File: config.mk
export PLATFORM = sky130hd
export DESIGN_NAME = activation_stage
export DESIGN_NICKNAME = d
export VERILOG_FILES = /design/src/rtl/activation_stage.sv
export SDC_FILE = /design/constraint.sdc
export NUM_CORES = 1
export LEC_CHECK = 0
export BUFFER_PORTS_ARGS = -buffer_cell sky130_fd_sc_hd__buf_2
export CAP_MARGIN = 5
export CELL_PAD_IN_SITES_DETAIL_PLACEMENT = 1
export CELL_PAD_IN_SITES_GLOBAL_PLACEMENT = 1
export CORE_UTILIZATION = 44
export DETAILED_ROUTE_END_ITERATION = 10
export GPL_TIMING_DRIVEN = 1
export MAX_ROUTING_LAYER = met4
export PLACE_DENSITY = 0.83
export SLEW_MARGIN = 10
export SYNTH_ARGS = -nofsm -noshare
export SYNTH_HDL_FRONTEND = slang
export SYNTH_SLANG_ARGS = --single-unit
File: constraint.sdc
create_clock -name clk -period 2.75 [get_ports clk]
set_input_delay 0.55 -clock clk [delete_from_list [all_inputs] [get_ports clk]]
set_output_delay 0.55 -clock clk [all_outputs]
set_load 0.01 [all_outputs]
File: src/rtl/activation_stage.sv
// ---------------------------------------------------------------------------
// activation_stage
//
// Applies a per-lane activation function to row vectors coming out of the
// norm stage. The result goes to the BRAM C write-back flop. Latency is a
// fixed two cycles. The interface is strobe-based and stall-free, so there
// is no backpressure. The stage counts rows and pulses done_activation once
// the last row of a matrix has left the pipeline.
//
// Handshake: a row is transferred in any cycle where its valid strobe
// (in_data_available / out_data_available) is high. There is no ready, so
// the consumer must take every row in the cycle it is presented.
//
// Ports
//   clk                 clock
//   reset               synchronous, active-high reset
//   enable_activation   0 = bypass (data passes unchanged, same latency)
//   mode                00 bypass, 01 ReLU, 10 clamped ReLU, 11 leaky ReLU
//   clamp_max           signed upper bound for clamped ReLU
//   leak_shift          arithmetic right-shift for negative lanes (leaky)
//   num_rows            rows per matrix, 0 means 256
//   in_data_available   inp_data valid this cycle
//   inp_data            input row, lane i at [i*DWIDTH +: DWIDTH]
//   out_data            activated row, 0 whenever out_data_available is 0
//   out_data_available  out_data valid this cycle
//   done_activation     1-cycle pulse when the matrix is complete
//   busy                high from the first accepted row until the done pulse
//
// The FSM state is held in the internal signal 'state' so that checkers can
// bind to it.
// ---------------------------------------------------------------------------
module activation_stage #(
    parameter int DWIDTH       = 8,
    parameter int MAT_MUL_SIZE = 4
) (
    input  logic                           clk,
    input  logic                           reset,
    input  logic                           enable_activation,
    input  logic [1:0]                     mode,
    input  logic [DWIDTH-1:0]              clamp_max,
    input  logic [2:0]                     leak_shift,
    input  logic [7:0]                     num_rows,
    input  logic                           in_data_available,
    input  logic [MAT_MUL_SIZE*DWIDTH-1:0] inp_data,
    output logic [MAT_MUL_SIZE*DWIDTH-1:0] out_data,
    output logic                           out_data_available,
    output logic                           done_activation,
    output logic                           busy
);

    localparam int RW = MAT_MUL_SIZE * DWIDTH;

    typedef enum logic [1:0] {
        IDLE   = 2'd0,
        ACTIVE = 2'd1,
        DRAIN  = 2'd2,
        DONE   = 2'd3
    } state_t;

    state_t state;
    state_t state_next;

    // Configuration captured when a matrix starts.
    logic              en_q;
    logic [1:0]        mode_q;
    logic [DWIDTH-1:0] clamp_q;
    logic [2:0]        shift_q;
    logic [8:0]        rows_q;

    // 9-bit counters so that a 256-row matrix does not wrap.
    logic [8:0] in_cnt;
    logic [8:0] out_cnt;
    logic [8:0] in_cnt_inc;
    logic [8:0] out_cnt_seen;
    logic [8:0] rows_live;

    logic          accept;
    logic          s1_valid;
    logic [RW-1:0] s1_data;
    logic [RW-1:0] row_act;

    logic signed [DWIDTH-1:0] clamp_eff;

    // A num_rows of 0 encodes 256 rows.
    assign rows_live  = {(num_rows == 8'd0), num_rows};
    assign in_cnt_inc = in_cnt + 9'd1;
    // Rows already out, including the one on the output this cycle. Using it
    // lets DONE land exactly one cycle after the final output row.
    assign out_cnt_seen = out_cnt + {8'd0, out_data_available};

    // Rows are taken only while a matrix is open. In DRAIN and DONE they are
    // dropped.
    assign accept = in_data_available && ((state == IDLE) || (state == ACTIVE));

    // A negative clamp bound behaves as 0, which forces every lane to 0.
    assign clamp_eff = clamp_q[DWIDTH-1] ? '0 : clamp_q;

    // ------------------------------------------------------------------
    // FSM: state register
    // ------------------------------------------------------------------
    always_ff @(posedge clk) begin
        if (reset) begin
            state <= IDLE;
        end else begin
            state <= state_next;
        end
    end

    // ------------------------------------------------------------------
    // FSM: next-state logic
    // ------------------------------------------------------------------
    always_comb begin
        state_next = state;
        case (state)
            IDLE: begin
                if (in_data_available) begin
                    state_next = (rows_live == 9'd1) ? DRAIN : ACTIVE;
                end
            end
            ACTIVE: begin
                if (in_data_available && (in_cnt_inc == rows_q)) begin
                    state_next = DRAIN;
                end
            end
            DRAIN: begin
                if (out_cnt_seen == rows_q) begin
                    state_next = DONE;
                end
            end
            DONE: begin
                state_next = IDLE;
            end
            default: begin
                state_next = IDLE;
            end
        endcase
    end

    // ------------------------------------------------------------------
    // FSM: outputs
    // ------------------------------------------------------------------
    always_comb begin
        done_activation = (state == DONE);
        busy            = (state == ACTIVE) || (state == DRAIN);
    end

    // ------------------------------------------------------------------
    // Configuration snapshot and row counters
    // ------------------------------------------------------------------
    always_ff @(posedge clk) begin
        if (reset) begin
            en_q    <= 1'b0;
            mode_q  <= 2'b00;
            clamp_q <= '0;
            shift_q <= 3'd0;
            rows_q  <= 9'd0;
            in_cnt  <= 9'd0;
            out_cnt <= 9'd0;
        end else begin
            if ((state == IDLE) && in_data_available) begin
                en_q    <= enable_activation;
                mode_q  <= mode;
                clamp_q <= clamp_max;
                shift_q <= leak_shift;
                rows_q  <= rows_live;
            end

            if (state == DONE) begin
                in_cnt  <= 9'd0;
                out_cnt <= 9'd0;
            end else begin
                if (state == IDLE && in_data_available) begin
                    in_cnt <= 9'd1;
                end else if (state == ACTIVE && in_data_available) begin
                    in_cnt <= in_cnt_inc;
                end
                if (out_data_available) begin
                    out_cnt <= out_cnt_seen;
                end
            end
        end
    end

    // ------------------------------------------------------------------
    // Lane function
    // ------------------------------------------------------------------
    function automatic logic [DWIDTH-1:0] act_lane(
        input logic signed [DWIDTH-1:0] x,
        input logic                     en,
        input logic [1:0]               md,
        input logic signed [DWIDTH-1:0] cm,
        input logic [2:0]               sh
    );
        logic [DWIDTH-1:0] y;
        y = x;
        if (en) begin
            case (md)
                2'b01: begin
                    if (x[DWIDTH-1]) y = '0;
                end
                2'b10: begin
                    if (x[DWIDTH-1]) y = '0;
                    else if (x > cm) y = cm;
                end
                2'b11: begin
                    // Arithmetic shift rounds toward minus infinity.
                    if (x[DWIDTH-1]) y = x >>> sh;
                end
                default: begin
                    y = x;
                end
            endcase
        end
        return y;
    endfunction

    always_comb begin
        row_act = '0;
        for (int i = 0; i < MAT_MUL_SIZE; i++) begin
            row_act[i*DWIDTH +: DWIDTH] = act_lane(s1_data[i*DWIDTH +: DWIDTH],
                                                   en_q, mode_q, clamp_eff, shift_q);
        end
    end

    // ------------------------------------------------------------------
    // Two-stage pipeline: S1 captures the row, S2 registers the result
    // ------------------------------------------------------------------
    always_ff @(posedge clk) begin
        if (reset) begin
            s1_valid           <= 1'b0;
            s1_data            <= '0;
            out_data_available <= 1'b0;
            out_data           <= '0;
        end else begin
            s1_valid <= accept;
            if (accept) begin
                s1_data <= inp_data;
            end
            out_data_available <= s1_valid;
            out_data           <= s1_valid ? row_act : '0;
        end
    end

endmodule

==> flow_metrics.tcl <==
set metrics [dict create \
    yosysTopAreaCell "dfxtp_1" \
    start_util_pct 45.3 \
    crit_chain "nand2b_1 -> ha_1 -> nand2_1 -> o21bai_1 -> a21oi_1 -> o21ai_0 -> a211oi_1 -> buf_4 -> nor2_1 -> or3_1" \
    root_buffer "clkbuf_16" \
    path_class "register to register" \
    min_period_ns 2.51 \
    hpwl_um 16000 \
    cp.required_ns 3.00 \
    critPathMaxStageDelay_ns 0.37 \
    antenna_found_initial 1 \
    track_usage_pct 29.4 \
    min_path_type "input pin to register" \
    finalSetupViolations 0 \
    ys.flop_type "dfxtp_1" \
    min-delay-start "mode[0]" \
    antennaDiodeCount 0 \
    setup_tns_ns 0 \
    regToRegEndpoint "out_data[6]$_SDFF_PP0_" \
    grt_pass1_wl_um 35900 \
    cts_tree "yes" \
    final-instance-count-excl-fill 1154 \
    pwr_density_cell_mw_per_mm2 678 \
    clock_sinks 109 \
    io_buffers 91 \
    antenna_left 0 \
    area_growth_pct 15.8 \
    synth_edf_count 0 \
    fmax_ghz 0.398 \
    crit_fanout 12 \
    pin_count 92 \
    crit_buf_inv 1 \
    maxSlewViolCount 0 \
    layout.nets 1030 \
    ys_seq_elements 109 \
    drcViolationCount 0 \
    slowest_stage "dfxtp_1" \
    drive_gt1_share_pct 19.2 \
    synthCells 864 \
    die_h_um 128 \
    cp-end-kind "register" \
    yosysSeqAreaShare_pct 31.5 \
    die_area_mm2 0.0163 \
    vias 6781 \
    post_cts_buffers 0 \
    rsz0062_at_grt "no" \
    path_clk_slew_ns 0.07 \
    fin_crit_sh_pct 91.4 \
    syn_avg_cell_area_um2 8.02 \
    synth_nets 956 \
    place.gp.congestion 0.901 \
    regToRegSetupSlack_ns 0.24 \
    hold_viol 0 \
    first_pass_iters 5 \
    run_status "completed" \
    wl_per_cell_um 19.2 \
    dpl.cell_count 1138 \
    yosysTopAreaCellShare_pct 31.5 \
    maxCapViolations 0 \
    async_reset_ff_share_pct 0 \
    worstMarginPinSlew_ns 0.696 \
    cp.arrival_ns 2.76 \
    wirelength_um 22200 \
    grt-ovfl-total 0 \
    slew_headroom_pct 53.4 \
    yosysWarnings 0 \
    die_w_um 128 \
    ir_worst_vdd_mv 0.342 \
    drt_iter0_markers 559 \
    grt_max_degree 59 \
    start_kind "register" \
    critical-path-top-delay-family "simple AND/OR/NAND/NOR gates" \
    hold_depth 3 \
    synth_cell_types 48 \
    finClkSkew_ns 0.0145 \
    reg2reg_from "clamp_q[7]$_SDFFE_PP0P_" \
    reg2regPathDepth 10 \
    grt_pass1_vias 6650 \
    cts_buffer_depth 2 \
    clk_latency_ns 0.37 \
    ys_top_cells_by_area "dfxtp_1, nand2_1, a21oi_1" \
    coreArea_mm2 0.0153 \
    h-tree-depth 3 \
    via_per_inst 5.88 \
    rows 45 \
    synth_area_mm2 0.00693 \
    worstHoldEndpoint "mode_q[0]$_SDFFE_PP0P_" \
    numCtsBuffers 9 \
    p_leak_uw 0.00348 \
]
cells in the final DEF, fill, tap and decap left out, types with 4 or more instances in the layout:
| cell | instances |
|---|---|
| a211o_1 | 13 |
| a211oi_1 | 13 |
| a21boi_0 | 4 |
| a21o_1 | 4 |
| a21oi_1 | 96 |
| and2_1 | 5 |
| and3_1 | 11 |
| and4_1 | 12 |
| buf_2 | 91 |
| buf_4 | 32 |
| clkbuf_16 | 9 |
| dfxtp_1 | 109 |
| ha_1 | 35 |
| inv_1 | 15 |
| mux2_2 | 11 |
| mux2i_1 | 26 |
| mux4_2 | 20 |
| nand2_1 | 141 |
| nand2b_1 | 8 |
| nand3_1 | 35 |
| nand4_1 | 8 |
| nor2_1 | 58 |
| nor2b_1 | 18 |
| nor3_1 | 12 |
| nor4_1 | 4 |
| nor4b_1 | 4 |
| o211ai_1 | 6 |
| o21a_1 | 15 |
| o21ai_0 | 49 |
| o21bai_1 | 7 |
| or3_1 | 9 |
| xnor2_1 | 15 |
| xor2_1 | 19 |
cell families after synthesis:
family	share of synthesized area, %
compound gates	18.4
xor+xnor	4.30
fa+ha+maj	6.32
buf+inv	4.37
flops	31.5
mux	12.0
simple gates	23.1
state kept, by name, summed over array words and instances, names as in the netlist:
name and flops:
s1_valid 1, out_data_available 1, out_cnt 9, rows_q 9
clamp_q 8, mode_q 2, shift_q 3, s1_data 32
in_cnt 9, out_data 32, en_q 1, state 2
power by group:
| part | switching (uW) | internal [uW] | leakage [uW] | total, uW |
|---|---|---|---|---|
| sequential | 272 | 1740 | 0.000889 | 2010 |
| combinational | 1170 | 848 | 0.00244 | 2020 |
| clock | 614 | 795 | 0.000153 | 1410 |
per-stage QoR:
step	setup slack, ns	hold slack [ns]	total power, uW	util, %	cell area (um^2)
2_1_floorplan	0.315	0.432	3320	-	6930
4_1_cts	0.224	0.419	5430	52.4	8030
6_report	0.237	0.420	5440	52.4	8030
3_5_place_dp	0.246	0.464	4020	50.4	7720
5_1_grt	0.0179	0.433	5750	52.4	8030
3_3_place_gp	0.356	0.455	3930	50.4	7720
synth_stat cells (19+ instances only):
library cell	instances
clkbuf_1	56
nor2b_1	19
nor2_1	58
nand3_1	35
dfxtp_1	109
ha_1	35
nand2_1	141
xor2_1	19
mux4_2	20
o21ai_0	49
mux2i_1	26
a21oi_1	96
repair_timing:
item,4_1_cts,5_1_grt
resized for setup,0,1
hold buffers,0,0
endpoints found under the setup margin,0,1
routing by layer:
layer	part of all wire, %	GRT usage (%)	vias up
met2	45	43.2	222
met4	2.6	12.1	0
met1	47	40.4	3298
met3	5.8	4.15	48
met5	0	-	-
li1	-	-	3213
tightest hold or removal path, delay by kind of cell:
family,cells,cell delay [ns]
AO/OA/AOI/OAI,1,0.05
buffers and inverters,1,0.09
AND/OR/NAND/NOR,1,0.04
how the worst max path moves through the flow:
stage	startpoint	cells past startpoint	endpoint	slack (ns)
3_5_place_dp	clamp_q[7]$_SDFFE_PP0P_	10	out_data[14]$_SDFF_PP0_	0.25
5_1_grt	clamp_q[7]$_SDFFE_PP0P_	10	out_data[6]$_SDFF_PP0_	0.02
3_3_place_gp	clamp_q[7]$_SDFFE_PP0P_	10	out_data[14]$_SDFF_PP0_	0.36
2_1_floorplan	clamp_q[7]$_SDFFE_PP0P_	11	out_data[14]$_SDFF_PP0_	0.32
4_1_cts	clamp_q[7]$_SDFFE_PP0P_	10	out_data[6]$_SDFF_PP0_	0.22
6_report	clamp_q[7]$_SDFFE_PP0P_	10	out_data[6]$_SDFF_PP0_	0.24
final cells by class:
| class | count | area [um^2] |
|---|---|---|
| Clock buffer | 11 | 233 |
| Clock inverter | 5 | 75.1 |
| Fill cell | 1909 | 7280 |
| Inverter | 15 | 56.3 |
| Multi-Input combinational cell | 677 | 4460 |
| Sequential cell | 109 | 2180 |
| Tap cell | 211 | 264 |
| Timing Repair Buffer | 126 | 756 |
Note: power is estimated with default switching activity, not from simulation.
